<file path="config.mk">
export PLATFORM = sky130hd
export DESIGN_NAME = num_serializer
export DESIGN_NICKNAME = d
export VERILOG_FILES = /design/src/rtl/num_serializer.sv
export SDC_FILE = /design/constraint.sdc
export NUM_CORES = 1
export LEC_CHECK = 0
export BUFFER_PORTS_ARGS = -buffer_cell sky130_fd_sc_hd__buf_4
export CAP_MARGIN = 10
export CORE_AREA = 3 3 87 122
export DETAILED_ROUTE_END_ITERATION = 16
export DIE_AREA = 0 0 90 125
export GPL_ROUTABILITY_DRIVEN = 0
export PLACE_DENSITY = 0.5
export SLEW_MARGIN = 0
export SYNTH_ARGS = -nofsm -noshare
export SYNTH_HDL_FRONTEND = slang
export SYNTH_SLANG_ARGS = --single-unit
</file>
<file path="constraint.sdc">
create_clock -name clk -period 3.84 [get_ports clk]
set_clock_uncertainty 0.1 [all_clocks]
set_input_delay 0.768 -clock clk [delete_from_list [all_inputs] [get_ports clk]]
set_output_delay 0.768 -clock clk [all_outputs]
set_load 0.005 [all_outputs]
</file>
<file path="src/rtl/num_serializer.sv">
// Buffers words and emits them as 2-bit symbols, MSB pair first. The first symbol appears one edge after the push; in_ready drops only when the FIFO is full.
// Defining NUM_SERIALIZER_SEP_EN inserts one num=00, num_valid=1 separator cycle after every word.
module num_serializer #(
  parameter int WORD_W     = 8,
  parameter int FIFO_DEPTH = 4
) (
  input  logic              clk,
  input  logic              reset,
  input  logic [WORD_W-1:0] in_word,
  input  logic              in_valid,
  output logic              in_ready,
  output logic [1:0]        num,
  output logic              num_valid,
  output logic              word_done,
  output logic              busy
);

  localparam int NSYM  = WORD_W / 2;
  localparam int IDX_W = (NSYM > 1) ? $clog2(NSYM) : 1;
  localparam int PTR_W = $clog2(FIFO_DEPTH);
  localparam int CNT_W = PTR_W + 1;
  localparam logic [IDX_W-1:0] LAST_IDX = IDX_W'(NSYM - 1);
  localparam logic [CNT_W-1:0] FULL_CNT = CNT_W'(FIFO_DEPTH);

  typedef enum logic [1:0] {
    IDLE  = 2'd0,
    SHIFT = 2'd1,
    SEP   = 2'd2
  } state_t;

  state_t            state_q, state_d;
  logic [WORD_W-1:0] shreg_q, shreg_d;
  logic [IDX_W-1:0]  idx_q, idx_d;
  logic [PTR_W-1:0]  wr_ptr_q, wr_ptr_d;
  logic [PTR_W-1:0]  rd_ptr_q, rd_ptr_d;
  logic [CNT_W-1:0]  cnt_q, cnt_d;
  logic [1:0]        num_q, num_d;
  logic              num_valid_q, num_valid_d;
  logic              word_done_q, word_done_d;
  logic [WORD_W-1:0] mem_q [FIFO_DEPTH];

  logic              push;
  logic              pop;
  logic              fifo_empty;
  logic              last_sym;
  logic [WORD_W-1:0] head;

  assign in_ready   = (cnt_q != FULL_CNT);
  assign fifo_empty = (cnt_q == '0);
  assign push       = in_valid && in_ready;
  assign last_sym   = (idx_q == LAST_IDX);
  assign head       = mem_q[rd_ptr_q];

  always_comb begin
    pop     = 1'b0;
    state_d = state_q;
    shreg_d = shreg_q;
    idx_d   = idx_q;
    case (state_q)
      IDLE: begin
        if (!fifo_empty) begin
          pop     = 1'b1;
          state_d = SHIFT;
          shreg_d = head;
          idx_d   = '0;
        end
      end
      SHIFT: begin
        if (!last_sym) begin
          idx_d   = idx_q + 1'b1;
          shreg_d = shreg_q << 2;
        end else begin
`ifdef NUM_SERIALIZER_SEP_EN
          state_d = SEP;
`else
          // Chain straight into the next word so there is no bubble.
          if (!fifo_empty) begin
            pop     = 1'b1;
            shreg_d = head;
            idx_d   = '0;
          end else begin
            state_d = IDLE;
          end
`endif
        end
      end
      SEP: begin
        if (!fifo_empty) begin
          pop     = 1'b1;
          state_d = SHIFT;
          shreg_d = head;
          idx_d   = '0;
        end else begin
          state_d = IDLE;
        end
      end
      default: state_d = IDLE;
    endcase

    wr_ptr_d = push ? wr_ptr_q + 1'b1 : wr_ptr_q;
    rd_ptr_d = pop  ? rd_ptr_q + 1'b1 : rd_ptr_q;
    cnt_d    = cnt_q;
    if (push && !pop)      cnt_d = cnt_q + 1'b1;
    else if (!push && pop) cnt_d = cnt_q - 1'b1;

    // Outputs are registered, so they are derived from the next state.
    num_d       = (state_d == SHIFT) ? shreg_d[WORD_W-1 -: 2] : 2'b00;
    num_valid_d = (state_d != IDLE);
    word_done_d = (state_d == SHIFT) && (idx_d == LAST_IDX);
  end

  always_ff @(posedge clk) begin
    if (reset) begin
      state_q     <= IDLE;
      shreg_q     <= '0;
      idx_q       <= '0;
      wr_ptr_q    <= '0;
      rd_ptr_q    <= '0;
      cnt_q       <= '0;
      num_q       <= 2'b00;
      num_valid_q <= 1'b0;
      word_done_q <= 1'b0;
    end else begin
      state_q     <= state_d;
      shreg_q     <= shreg_d;
      idx_q       <= idx_d;
      wr_ptr_q    <= wr_ptr_d;
      rd_ptr_q    <= rd_ptr_d;
      cnt_q       <= cnt_d;
      num_q       <= num_d;
      num_valid_q <= num_valid_d;
      word_done_q <= word_done_d;
    end
  end

  always_ff @(posedge clk) begin
    if (!reset && push) begin
      mem_q[wr_ptr_q] <= in_word;
    end
  end

  assign num       = num_q;
  assign num_valid = num_valid_q;
  assign word_done = word_done_q;
  assign busy      = (state_q != IDLE) || (cnt_q != '0);

endmodule

</file>
==> impl_metrics.toml, run 1 <==
[run]
maxCapViolations = 0

[clock_tree]
cts-root-buf = "clkbuf_16"
cts.sinks = 57
clk_latency_ns = 0.32
cts_buffers = 9
clockBufferDepth = 2
cts_tree = "built"
htree_levels = 3
cts_setup_buffers = 0
hold_buffers = 0
cts.reportedPaths.clkPinSlew_ns = 0.05
cts_resized = 0

[synth]
netlist_instances = 175
yosys.cell_types.count = 39
synthFlopType = "edfxtp_1"
synth.area.top_cells = "edfxtp_1, dfxtp_1, mux4_1"
synth_edf_count = 32
synth-seq-cells = 57
ys_async_sr_fraction_pct = 0
synth.top_cell.area_share_pct = 40.36
syn_nets = 193
syn_area_sq_um = 2381
synthMostInstantiatedCell = "edfxtp_1"
synthTopCellsByCount = "edfxtp_1, dfxtp_1, nand2_1"
syn_area_per_cell_sq_um = 13.61
synth_warnings = 0
ys_seq_area_share_pct = 61.38
synth_top_area_cell = "edfxtp_1"

[power_and_ir_drop]
clkPwrFrac_pct = 40.3
pwr-share-comb_pct = 22.0
ir_drop_v = 0.0002825
power.density_nw_per_um2 = 751.4
power_switching_uw = 608.6
power_leakage_uw = 0.001056
seqPwrFrac_pct = 37.7
p_int_uw = 1615
switching_share_pct = 27.37

[sta]
setup_viol = 0
rsz0062_at_grt = "no"
finalCritPeriodShare_pct = 67.72
fmaxAchievable_mhz = 384.6
final_hold_viol_count = 0
max_slew_margin_pct = 61.45
tightest_slew_ns = 0.5739
fin_crit_ns = 2.600
tns_ns = 0
drv_slew = 0

[floorplanning]
dieArea_sq_um = 11250
start_util_pct = 24.90
die_h_microns = 125
rows = 42
die_width_microns = 90
ios = 17
coreArea_sq_um = 9564

[grt]
grt_pass1_vias = 1455
grt_usage_pct = 8.226
grt_max_degree = 25
grt_pass1_wl_mm = 7.148
antenna_found_initial = 0
grt.overflow.total = 0

[route]
vias = 1365
first_iter_violations = 42
vias_per_cell = 4.111
remaining_drc_errors = 0
drt_pre_antenna_iters = 4
drt_wl_total_mm = 4.289
ant_nets = 0
routedWlPerCell_microns = 12.92

[finish]
num_antenna_cells = 0
drive_gt1_share_pct = 21.50
finalNonFillerCells = 332
nets = 213
syn_to_final_growth_pct = 24.28

[setup_path]
worstSetupPathType = "flop to flop"
worstPathRequired_ns = 3.99
r2r_cells = 9
worstPathMaxFanout = 9
worstPathArrival_ns = 2.75
start_kind = "flop"
end_kind = "flop"

[placed_design]
placedCellCount = 316
portBuffers = 16
place_hpwl_mm = 2.956

[hold_path]
min_path_type = "flop to flop"
hold_depth = 2

[run_status]
status = "complete, no violations"
==> sequential cells by signal, summed over array words and instances (netlist names), named ones only <==
signal	cells
wr_ptr_q	2
num_valid	1
rd_ptr_q	2
cnt_q	3
idx_q	2
word_done	1
state_q	2
num	2
shreg_q	8
mem_q	32
==> placed cells by master (no fill, tap or decap), types with 2 or more instances in the layout <==
cell       count
a21oi_1        7
a21oi_4        2
a221oi_2       2
a22o_1         4
a22oi_1        3
and2_1         5
buf_4         16
bufinv_16      3
clkbuf_16      9
dfxtp_1       25
edfxtp_1      32
ha_1           6
inv_1          5
mux2i_1        2
mux4_1         6
mux4_2         2
nand2_1       20
nand2b_1       3
nor2_1        15
nor3_1         3
o21ai_0        4
or3_1          2
or3b_2         2
xnor2_1        2
xor2_1         2
==> worst max-delay path: stages, from the launching register on <==
cell,delay [ns]
dfxtp_1,0.36
nor3_1,0.51
a21oi_4,0.14
inv_1,0.10
ha_1,0.17
inv_1,0.06
fa_1,0.37
xor2_1,0.17
or3_2,0.41
a21oi_1,0.15
==> final timing paths <==
path | startpoint | slack, ns | endpoint
hold / removal | idx_q[1] | 0.38 | idx_q[1]
setup / recovery | cnt_q[0] | 1.24 | cnt_q[2]
hold reg to reg | idx_q[1] | 0.38 | idx_q[1]
setup reg to reg | cnt_q[0] | 1.24 | cnt_q[2]
==> stage by stage <==
| step | hold slack (ns) | setup slack [ns] | power [uW] | utilization (%) | cell area, sq um |
|---|---|---|---|---|---|
| 2_1_floorplan | 0.3507 | 1.425 | 1228 | - | 2381 |
| 3_3_place_gp | 0.3636 | 1.274 | 1348 | 27.43 | 2624 |
| 3_5_place_dp | 0.3732 | 1.238 | 1352 | 27.43 | 2624 |
| 4_1_cts | 0.3805 | 1.214 | 2258 | 30.94 | 2959 |
| 5_1_grt | 0.4072 | 0.9587 | 2350 | 30.94 | 2959 |
| 6_report | 0.3792 | 1.240 | 2223 | 30.94 | 2959 |
==> cells by family (layout without fill, tap and decap cells) <==
logic type	Yosys count	after routing	synth area share (%)
AOI/OAI and AO/OA	27	27	9.459
xor gates and xnor gates	4	4	1.472
adders and majority gates	7	7	3.994
buffers and inverters	12	37	2.575
DFF	57	57	61.38
muxes	10	10	9.354
other	1	1	0.1575
and+or+nand+nor	57	57	11.61
==> power by group through the flow <==
stage	Clock (uW)	Combinational [uW]	Sequential, uW
after global routing	946	550	855
after floorplan	0	424	804
after CTS	914	502	842
after detailed placement	0	499	853
final	896	489	839
after global placement	0	494	854
==> layout make-up <==
class                   count  area (sq um)
clock buffers              10         229.0
clock inverters             6         106.4
fillers                  1004          6605
inverters                   5         18.77
multi-input cells         106         858.3
flip-flops and latches     57          1461
well taps                 132         165.2
repair buffers             16         120.1
==> layer usage <==
| layer | GRT usage (%) | share of wire [%] | wire length [microns] |
|---|---|---|---|
| met3 | 2.885 | 4.6 | 196 |
| met2 | 13.91 | 51 | 2189 |
| met1 | 9.285 | 42 | 1814 |
| met4 | 3.787 | 2.1 | 88 |
| met5 | 0 | 0 | 0 |
Note: power is estimated with default switching activity, not from simulation.
==> run 2, diff against run 1 <==
--- a/config.mk
+++ b/config.mk
@@ -5,13 +5,14 @@
 export SDC_FILE = /design/constraint.sdc
 export NUM_CORES = 1
 export LEC_CHECK = 0
+export ABC_AREA = 1
 export BUFFER_PORTS_ARGS = -buffer_cell sky130_fd_sc_hd__buf_4
 export CAP_MARGIN = 10
-export CORE_AREA = 3 3 87 122
+export CORE_AREA = 3 3 88 124
 export DETAILED_ROUTE_END_ITERATION = 16
-export DIE_AREA = 0 0 90 125
+export DIE_AREA = 0 0 91 127
 export GPL_ROUTABILITY_DRIVEN = 0
-export PLACE_DENSITY = 0.5
+export PLACE_DENSITY = 0.51
 export SLEW_MARGIN = 0
 export SYNTH_ARGS = -nofsm -noshare
 export SYNTH_HDL_FRONTEND = slang
==> constraint.sdc (replaced) <==
create_clock -name clk -period 2.1 [get_ports clk]
set_clock_uncertainty 0.1 [all_clocks]
set_input_delay 0.42 -clock clk [delete_from_list [all_inputs] [get_ports clk]]
set_output_delay 0.42 -clock clk [all_outputs]
set_load 0.005 [all_outputs]
==> run 2 against run 1 <==
  * Utilization increased by 0.064 points
  * First-iteration DRC count increased by 83%
  * Global-route usage increased by 1.1 points
  * Worst setup slack got worse by 1.1 ns
  * Clock power increased by 61%
  * Via count increased by 25%
  * Register-to-register slack got worse by 1.1 ns
  * Sequential power increased by 81%
  * Combinational power increased to 2.5 times the previous value
==> impl_metrics.toml, run 2 <==
[setup_path]
worstPathRequired_ns = 2.26
end_kind = "flop"
worstSetupPathType = "flop to flop"
start_kind = "flop"
critPathCapture = "cnt_q[2]"
r2r-end = "cnt_q[2]"
ff2ff_setup_slack_ns = 0.17
worstPathMaxFanout = 5
r2r-start = "idx_q[0]"
r2r_cells = 14
startpoint = "idx_q[0]"
worstPathArrival_ns = 2.09

[placed_design]
dpl_cell_area_sq_um = 2736
place_hpwl_mm = 3.369
portBuffers = 16
pre_cts_slack_ns = 0.03629

[power_and_ir_drop]
ir_drop_v = 0.0004778
power_leakage_uw = 0.001261
power.density_nw_per_um2 = 1367

[route]
ant_nets = 0
highest_layer = "met4"
vias_per_cell = 4.091
vias = 1702
wl_met2_mm = 2.481
remaining_drc_errors = 0
m1WireLength_mm = 2.078
drt_wl_total_mm = 4.867
routedWlPerCell_microns = 11.70
wl_met3_microns = 198
drt_pre_antenna_iters = 4
first_iter_violations = 77

[synth]
ys_async_sr_fraction_pct = 0
syn_area_sq_um = 2456
synth.top_cell.area_share_pct = 39.12
netlist_instances = 246
syn_area_per_cell_sq_um = 9.984
yosys.cell_types.count = 29
synthTopCellsByCount = "inv_1, nand2_1, edfxtp_1"
synth.area.top_cells = "edfxtp_1, dfxtp_1, inv_1"
synth_edf_count = 32
synth_top_area_cell = "edfxtp_1"
synth_warnings = 0
ys_seq_area_share_pct = 59.50
syn_nets = 264
synthFlopType = "edfxtp_1"
synthMostInstantiatedCell = "inv_1"
synth-seq-cells = 57

[clock_tree]
hold_buffers = 0
cts.reportedPaths.clkPinSlew_ns = 0.05
cts_tree = "built"
clk_latency_ns = 0.32
cts-root-buf = "clkbuf_16"
cts.sinks = 57
clockBufferDepth = 2
htree_levels = 3
cts_buffers = 9

[grt]
grt.overflow.total = 0
antenna_found_initial = 0
grt_pass1_wl_mm = 8.231
grt_usage_pct = 9.305
grt_max_degree = 17
grt_pass1_vias = 1692

[sta]
tns_ns = 0
setup_slack_ns = 0.1662
fmaxAchievable_mhz = 517.1
final_hold_viol_count = 0
drv_slew = 0
fin_crit_ns = 1.934
setup_viol = 0
hold_slack_ns = 0.1919
finalCritPeriodShare_pct = 92.08
rsz0062_at_grt = "no"

[run]
maxCapViolations = 0

[finish]
mostFrequentLayoutCells = "inv_1, nand2_1, edfxtp_1, nor2_1, buf_4"
top_register = "mem_q"
reg_top3 = "mem_q (32), shreg_q (8), cnt_q (3)"
nets = 294
num_antenna_cells = 0
drive_gt1_share_pct = 21.71
largest_register_ffs = 32
final_cell_area_sq_um = 3069
syn_to_final_growth_pct = 24.96

[floorplanning]
start_util_pct = 24.81
die_h_microns = 127
ios = 17
dieArea_sq_um = 11560
die_width_microns = 91
coreArea_sq_um = 9899
rows = 43

[run_status]
status = "complete, no violations"

[hold_path]
min_path_type = "input port to flop"
==> run 2: cell count changes after synthesis, moves of 4 or more <==
| cell | change |
|---|---|
| a21oi_1 | +7 |
| and2_1 | -5 |
| nand2_4 | +4 |
| o21ai_0 | +14 |
| a22o_1 | -4 |
| nand3_1 | +15 |
| buf_6 | +4 |
| nand2_1 | +13 |
| nor2_1 | +13 |
| o211ai_1 | +4 |
| a32oi_1 | +4 |
| mux4_1 | -6 |
| inv_1 | +30 |
==> run 2: logic make-up after synthesis <==
kind of cell    count (synthesis)  share of synthesized area, %
fa+ha+maj                       7                         3.872
other cells                     1                        0.1527
buf+inv                        46                         9.017
flops                          57                         59.50
simple gates                   92                         17.37
compound gates                 42                         9.730
xor+xnor                        1                        0.3567
==> run 2: where the power goes <==
group | internal (uW) | switching (uW) | leakage, uW
logic | 482 | 747 | 0.000618
registers | 1380 | 138 | 0.000497
clock network | 941 | 504 | 0.000146
total | 2810 | 1390 | 0.00126
==> run 2: worst max-delay path: stages, from the launching register on <==
cell     delay (ns)
dfxtp_2        0.32
ha_2           0.18
inv_2          0.07
nand2_4        0.06
nand2_4        0.08
inv_4          0.04
nand2_4        0.05
ha_2           0.16
inv_2          0.05
fa_2           0.35
nor2_1         0.09
nor2_1         0.05
nand2_1        0.09
o21ai_2        0.06
a21oi_1        0.11
==> run 2: stage by stage <==
stage	util (%)	total power (uW)	cells
2_1_floorplan	-	2448	246
3_3_place_gp	27.64	2717	398
3_5_place_dp	27.64	2731	398
4_1_cts	30.71	4205	414
5_1_grt	31.00	4516	416
6_report	31.00	4195	416
==> run 2: metal layers <==
layer / vias up / track usage (%)
met5: - / 0
met4: 0 / 4.529
met3: 9 / 3.416
met2: 27 / 16.09
met1: 795 / 9.996
li1: 871 / -
==> run 2: worst min path at each step <==
stage / from / to / cells past startpoint
floorplan: shreg_q[0] / shreg_q[0] / 2
global placement: shreg_q[0] / shreg_q[0] / 2
detailed placement: shreg_q[1] / shreg_q[1] / 2
CTS: in_word[1] / mem_q[1][1] / 1
global route: in_word[0] / mem_q[3][0] / 1
finish: in_word[1] / mem_q[1][1] / 1
==> run 2: area by class of cell <==
class	count	area, sq um
sequential	57	1464
inverter	38	145.1
fill	1074	6830
clock buffer	13	282.8
multi-input combinational	143	784.5
clock inverter	3	21.27
tap	135	168.9
timing repair buffer	27	202.7
==> run 2: timing repair <==
action                                  in CTS  in global routing
gates resized for setup                      0                  9
endpoints found under the setup margin       0                  2
buffers inserted                             0                  2
